`src/rtl/pipe_ctrl_pkg.sv`:
```
// Shared definitions for the pipeline control slice.
//   pipe_state_e    : hazard controller state encoding
//   INST_NOP        : instruction word loaded on flush/bubble
//   DEF_REG_ADDR_W  : default register-specifier width
package pipe_ctrl_pkg;

  typedef enum logic [1:0] {
    RUN      = 2'd0,
    LU_STALL = 2'd1,
    DRAIN    = 2'd2,
    HALTED   = 2'd3
  } pipe_state_e;

  localparam logic [31:0] INST_NOP       = 32'h0;
  localparam int          DEF_REG_ADDR_W = 5;

endpackage

```
`src/rtl/hazard_detect.sv`:
```
// Combinational load-use hazard detector.
//   id_rs_i/id_rt_i        : source specifiers of the instruction in ID
//   id_uses_rs_i/_rt_i     : ID instruction actually reads rs / rt
//   ex_mem_read_i, ex_rd_i : EX instruction is a load, and its destination
//   lu_o                   : ID must wait one cycle for the load result
module hazard_detect #(
  parameter int REG_ADDR_W = pipe_ctrl_pkg::DEF_REG_ADDR_W
) (
  input  logic [REG_ADDR_W-1:0] id_rs_i,
  input  logic [REG_ADDR_W-1:0] id_rt_i,
  input  logic                  id_uses_rs_i,
  input  logic                  id_uses_rt_i,
  input  logic                  ex_mem_read_i,
  input  logic [REG_ADDR_W-1:0] ex_rd_i,
  output logic                  lu_o
);

  logic rs_hit, rt_hit;

  assign rs_hit = id_uses_rs_i && (id_rs_i == ex_rd_i);
  assign rt_hit = id_uses_rt_i && (id_rt_i == ex_rd_i);
  // $zero is never a real dependency
  assign lu_o   = ex_mem_read_i && (ex_rd_i != '0) && (rs_hit || rt_hit);

endmodule

```
`src/rtl/pipeline_hazard_ctrl.sv`:
```
// Central stall/flush controller for the 5-stage pipeline.
//   clk, rst_b            : clock, synchronous active-high reset
//   id_*/ex_*             : operand/destination info for load-use detection
//   branch_taken_ex       : taken branch in EX squashes IF/ID and ID/EX
//   halted_controller_id  : halt instruction sitting in ID
//   imem_ready/dmem_ready : memory handshakes (dmem_ready=1 when idle)
//   lock_*                : hold PC / pipeline registers
//   flush_if_id           : load NOP into IF/ID
//   bubble_id_ex          : load NOP into ID/EX
//   halted                : core frozen after the halt retired
// Outputs are combinational from state + inputs; state and counters registered.
module pipeline_hazard_ctrl
  import pipe_ctrl_pkg::*;
#(
  parameter int LOAD_USE_STALL = 1,
  parameter int DRAIN_CYCLES   = 3,
  parameter int REG_ADDR_W     = DEF_REG_ADDR_W
) (
  input  logic                  clk,
  input  logic                  rst_b,
  input  logic [REG_ADDR_W-1:0] id_rs,
  input  logic [REG_ADDR_W-1:0] id_rt,
  input  logic                  id_uses_rs,
  input  logic                  id_uses_rt,
  input  logic                  ex_mem_read,
  input  logic [REG_ADDR_W-1:0] ex_rd,
  input  logic                  branch_taken_ex,
  input  logic                  halted_controller_id,
  input  logic                  imem_ready,
  input  logic                  dmem_ready,
  output logic                  lock_pc,
  output logic                  lock_if_id,
  output logic                  lock_id_ex,
  output logic                  lock_ex_mem,
  output logic                  lock_mem_wb,
  output logic                  flush_if_id,
  output logic                  bubble_id_ex,
  output logic                  halted
);

  localparam int SCW = (LOAD_USE_STALL < 1) ? 1 : $clog2(LOAD_USE_STALL + 1);
  localparam int DCW = (DRAIN_CYCLES   < 1) ? 1 : $clog2(DRAIN_CYCLES + 1);

  pipe_state_e    state_q, state_d;
  logic [SCW-1:0] stall_cnt_q, stall_cnt_d;
  logic [DCW-1:0] drain_cnt_q, drain_cnt_d;
  logic           lu;

  hazard_detect #(.REG_ADDR_W(REG_ADDR_W)) u_hazard_detect (
    .id_rs_i       (id_rs),
    .id_rt_i       (id_rt),
    .id_uses_rs_i  (id_uses_rs),
    .id_uses_rt_i  (id_uses_rt),
    .ex_mem_read_i (ex_mem_read),
    .ex_rd_i       (ex_rd),
    .lu_o          (lu)
  );

  always_ff @(posedge clk) begin
    if (rst_b) begin
      state_q     <= RUN;
      stall_cnt_q <= '0;
      drain_cnt_q <= '0;
    end else begin
      state_q     <= state_d;
      stall_cnt_q <= stall_cnt_d;
      drain_cnt_q <= drain_cnt_d;
    end
  end

  always_comb begin
    state_d      = state_q;
    stall_cnt_d  = stall_cnt_q;
    drain_cnt_d  = drain_cnt_q;
    lock_pc      = 1'b0;
    lock_if_id   = 1'b0;
    lock_id_ex   = 1'b0;
    lock_ex_mem  = 1'b0;
    lock_mem_wb  = 1'b0;
    flush_if_id  = 1'b0;
    bubble_id_ex = 1'b0;
    halted       = 1'b0;

    if (state_q == HALTED) begin
      // terminal: only reset leaves
      {lock_pc, lock_if_id, lock_id_ex, lock_ex_mem, lock_mem_wb} = '1;
      halted = 1'b1;
    end else if (!dmem_ready) begin
      // whole pipe waits on data memory; state and counters frozen
      {lock_pc, lock_if_id, lock_id_ex, lock_ex_mem, lock_mem_wb} = '1;
    end else if (branch_taken_ex) begin
      // wrong-path squash also cancels a pending stall or halt drain
      flush_if_id  = 1'b1;
      bubble_id_ex = 1'b1;
      state_d      = RUN;
      stall_cnt_d  = '0;
      drain_cnt_d  = '0;
    end else begin
      case (state_q)
        DRAIN: begin
          // fetch is dead, older instructions retire; imem_ready is irrelevant
          lock_pc     = 1'b1;
          flush_if_id = 1'b1;
          if (drain_cnt_q != '0) drain_cnt_d = drain_cnt_q - 1'b1;
          if (drain_cnt_q <= DCW'(1)) state_d = HALTED;
        end
        LU_STALL: begin
          lock_pc      = 1'b1;
          lock_if_id   = 1'b1;
          bubble_id_ex = 1'b1;
          if (stall_cnt_q != '0) stall_cnt_d = stall_cnt_q - 1'b1;
          if (stall_cnt_q <= SCW'(1)) state_d = RUN;
        end
        default: begin
          if (lu) begin
            // IF/ID already held, so an imem miss this cycle needs no flush
            lock_pc      = 1'b1;
            lock_if_id   = 1'b1;
            bubble_id_ex = 1'b1;
            if (LOAD_USE_STALL > 1) begin
              state_d     = LU_STALL;
              stall_cnt_d = SCW'(LOAD_USE_STALL - 1);
            end
          end else if (halted_controller_id) begin
            // halt itself advances out of ID this cycle
            state_d     = DRAIN;
            drain_cnt_d = DCW'(DRAIN_CYCLES);
          end else if (!imem_ready) begin
            lock_pc     = 1'b1;
            flush_if_id = 1'b1;
          end
        end
      endcase
    end

    // reset forces quiet outputs regardless of current state
    if (rst_b) begin
      lock_pc      = 1'b0;
      lock_if_id   = 1'b0;
      lock_id_ex   = 1'b0;
      lock_ex_mem  = 1'b0;
      lock_mem_wb  = 1'b0;
      flush_if_id  = 1'b0;
      bubble_id_ex = 1'b0;
      halted       = 1'b0;
    end
  end

endmodule
```
`config.mk`:
```
export PLATFORM = sky130hd
export DESIGN_NAME = pipeline_hazard_ctrl
export DESIGN_NICKNAME = d
export VERILOG_FILES = /design/src/rtl/pipe_ctrl_pkg.sv /design/src/rtl/hazard_detect.sv /design/src/rtl/pipeline_hazard_ctrl.sv
export SDC_FILE = /design/constraint.sdc
export NUM_CORES = 1
export LEC_CHECK = 0
export CAP_MARGIN = 20
export CORE_UTILIZATION = 35
export DETAILED_ROUTE_END_ITERATION = 8
export PLACE_DENSITY_LB_ADDON = 0.25
export REMOVE_ABC_BUFFERS = 1
export SETUP_SLACK_MARGIN = 0.15
export SYNTH_ARGS = -nofsm -noshare
export SYNTH_HDL_FRONTEND = slang
export SYNTH_HIERARCHICAL = 1
export SYNTH_SLANG_ARGS = --single-unit
```
`constraint.sdc`:
```
create_clock -name clk -period 2.7 [get_ports clk]
set_input_delay 0.54 -clock clk [delete_from_list [all_inputs] [get_ports clk]]
set_output_delay 0.54 -clock clk [all_outputs]
set_load 0.05 [all_outputs]
```
==> summary.md <==
| Metric | Value |
|---|---|
| Most Crowded Layer GR | met2 |
| Via density | 4.83 |
| Mapped cell area | 628 µm² |
| Antenna Nets Post-Route | 0 |
| Crit path time final | 2.73 ns |
| Critical Path RT | 2.16 ns |
| GP Congestion | 0.818 |
| Sequential cell area fraction in the yosys report | 12.7% |
| Worst hold path class | reg -> reg |
| Die area | 0.00197 mm² |
| Mean post-synth cell area | 8.49 µm² |
| Synthesized netlist cell count | 74 |
| Row count | 14 |
| PD cells | 269 mW/mm² |
| Crit path max fanout | 3 |
| Inserted Clock Buffers | 3 |
| Fmax | 0.366 GHz |
| Final design utilization | 70.6% |
| H-Tree Depth | 1 |
| Crit share post-route | 101% |
| CP startpoint | ex_rd[2] |
| GR Util met2 | 32.4% |
| DP HPWL | 1360 µm |
| Longest Clk Path Bufs | 2 |
| Total Power | 0.000303 W |
| # setup viols final | 2 |
| Total vias in the final route | 666 |
| CTS tree | yes |
| # placed instances | 132 |
| CP endpoint kind | output port |
| Filler cells | 124 |
| Largest net degree at the start of global routing | 15 |
| Crit Reg-Reg Startpoint | state_q[0] |
| Final Max Slew Viols | 0 |
| Met3 Track Usage GR | 7.76% |
| Outcome | finished, violations left |
| Vias in the first global route | 620 |
| Synth Warn # | 6 |
| Iter 0 DRT Violations | 7 |
| VDD IR max | 0.227 mV |
| Final Instance Count excl. Fillers | 138 |
| Clk_skew | 0.00334 ns |
| Final worst slack | -0.0342 ns |
| N_diodes | 0 |
| Max_slew headroom | 63.0% |
| Post-DR wirelength/cell | 12.7 µm |
| Asr flop ratio synth | 0% |
| I/O Pins | 32 |
| CTS clk-pin slew, worst paths | 0.04 ns |
| Top_reg_cell synth | dfxtp_1 |
| Synth cell types | 35 |
| Clk_lat worst skew | 0.23 ns |
| Layout cell share with drive strength beyond 1 | 42.1% |
| Synthesized flop and latch total | 4 |
| Final hold violations | 0 |
| Post-synth EDFFs | 0 |
| Critical path type | in -> out |
| RSZ-0062 raised after global routing | true |
| Data arrival time of the worst path | 2.19 ns |
| Leakage | 0.475 nW |
| Die height | 44.4 µm |
| Die span in x | 44.4 µm |
| Met1 Track Usage GR | 28.3% |
| DR DRC count | 0 |
| Sum Neg Setup Slack | -0.0407 ns |
| Total Wirelength | 1750 µm |
| Final net count | 147 |
| Failing checks | setup timing |
| Maxcap violations | 0 |
| Congestion Overflow GR | 0 |
| Global Route Usage Sum | 20.5% |
| Slew @ Worst Pin | 0.553 ns |
| First-pass GRT wire length | 2950 µm |
| Hold Startpoint | state_q[0] |
| Initial Utilization | 39.4% |
| Port-buffer cells | 31 |
| Root buffer cell | clkbuf_4 |
| Core region area | 0.00159 mm² |
| Detailed Routing Iterations Pass 1 | 4 |
| Area growth, synth to finish | 79.3% |
| Antenna violations before repair | 0 |
| Startpoint Class | primary input |
| Clk sink count | 4 |
## metal layers
layer / vias up / part of all wire (%)
met2: 17 / 48
met3: 0 / 3.9
met4: 0 / 0
met5: - / 0
li1: 344 / -
met1: 305 / 48
## state kept, by name (all words and copies together), names as in the netlist
| register | flops |
|---|---|
| drain_cnt_q | 2 |
| state_q | 2 |
## cell usage in the layout (no fill, tap or decap), drive strengths merged, types with 3 or more instances in the layout
cell	instances
dfxtp	4
inv	5
clkdlybuf4s50	9
a21oi	3
clkbuf	5
nor2	4
ha	7
buf	27
o21ai	4
mux2i	3
xor2	8
nor2b	3
nand2b	5
## kinds of logic (layout without fill, tap and decap cells)
group	count (synthesis)	in the layout	share of synthesized area, %
multiplexers	4	4	7.17
adder cells (fa/ha/maj)	7	7	13.9
AO/OA/AOI/OAI	16	16	19.9
buffers and inverters	9	49	7.77
flip-flops	4	4	12.7
XOR/XNOR	10	10	13.9
AND/OR/NAND/NOR	24	24	24.5
## what timing repair did
item / in CTS / in global routing
pin swaps: 17 / 9
endpoints found under the setup margin: 5 / 4
hold buffers: 0 / 0
hold endpoints to repair: 0 / 0
gates resized for setup: 59 / 10
setup buffers: 2 / 1
## worst paths after layout
kind                 end  slack (ns)  depth (start not counted)
max          flush_if_id       -0.03                          9
min           state_q[0]        0.54                          2
max reg2reg   state_q[1]        0.98                          5
min reg2reg   state_q[0]        0.54                          2
## metrics by stage
stage          instance area, µm²  hold slack, ns  worst slack, ns
4_1_cts                      1100           0.547         -0.00354
3_5_place_dp                 1030           0.547           -0.502
3_3_place_gp                 1030           0.522           -0.481
6_report                     1130           0.545          -0.0342
5_1_grt                      1130           0.562          -0.0875
2_1_floorplan                 598           0.498           -0.633
## Yosys cell counts (2+ instances only)
library cell | n | share of area (%)
xor2_1 | 8 | 11
ha_1 | 7 | 14
inv_1 | 5 | 3.0
nand2b_1 | 5 | 5.0
dfxtp_1 | 4 | 13
nor2_1 | 4 | 2.4
a21oi_1 | 3 | 2.4
mux2i_1 | 3 | 4.8
a211oi_1 | 2 | 2.4
buf_4 | 2 | 2.4
nand3_1 | 2 | 1.6
nor2b_1 | 2 | 2.0
o21a_1 | 2 | 2.4
o21ai_0 | 2 | 1.6
o21ai_1 | 2 | 1.6
xnor2_1 | 2 | 2.8
## area by class of cell
type,instances,area [µm²],area share (%)
clock buffers,3,22.5,2.00
inverters,5,18.8,1.67
multi-input cells,61,548,48.7
flip-flops and latches,4,80.1,7.11
well taps,24,30.0,2.67
repair buffers,41,427,37.9
## power by group
group	switching [W]	total, W	internal (W)
Clock	0.0000245	0.0000742	0.0000497
Combinational	0.0000780	0.000163	0.0000854
Sequential	0.00000299	0.0000658	0.0000628
## worst max-delay path, cell delays in order
cell      delay (ns)
buf_8           0.09
or4_4           0.52
o21ai_2         0.13
a21oi_2         0.06
o31ai_1         0.24
o21ai_1         0.10
a211oi_1        0.23
buf_4           0.16
buf_12          0.12
No activity file was read; power rests on OpenSTA's default activity.
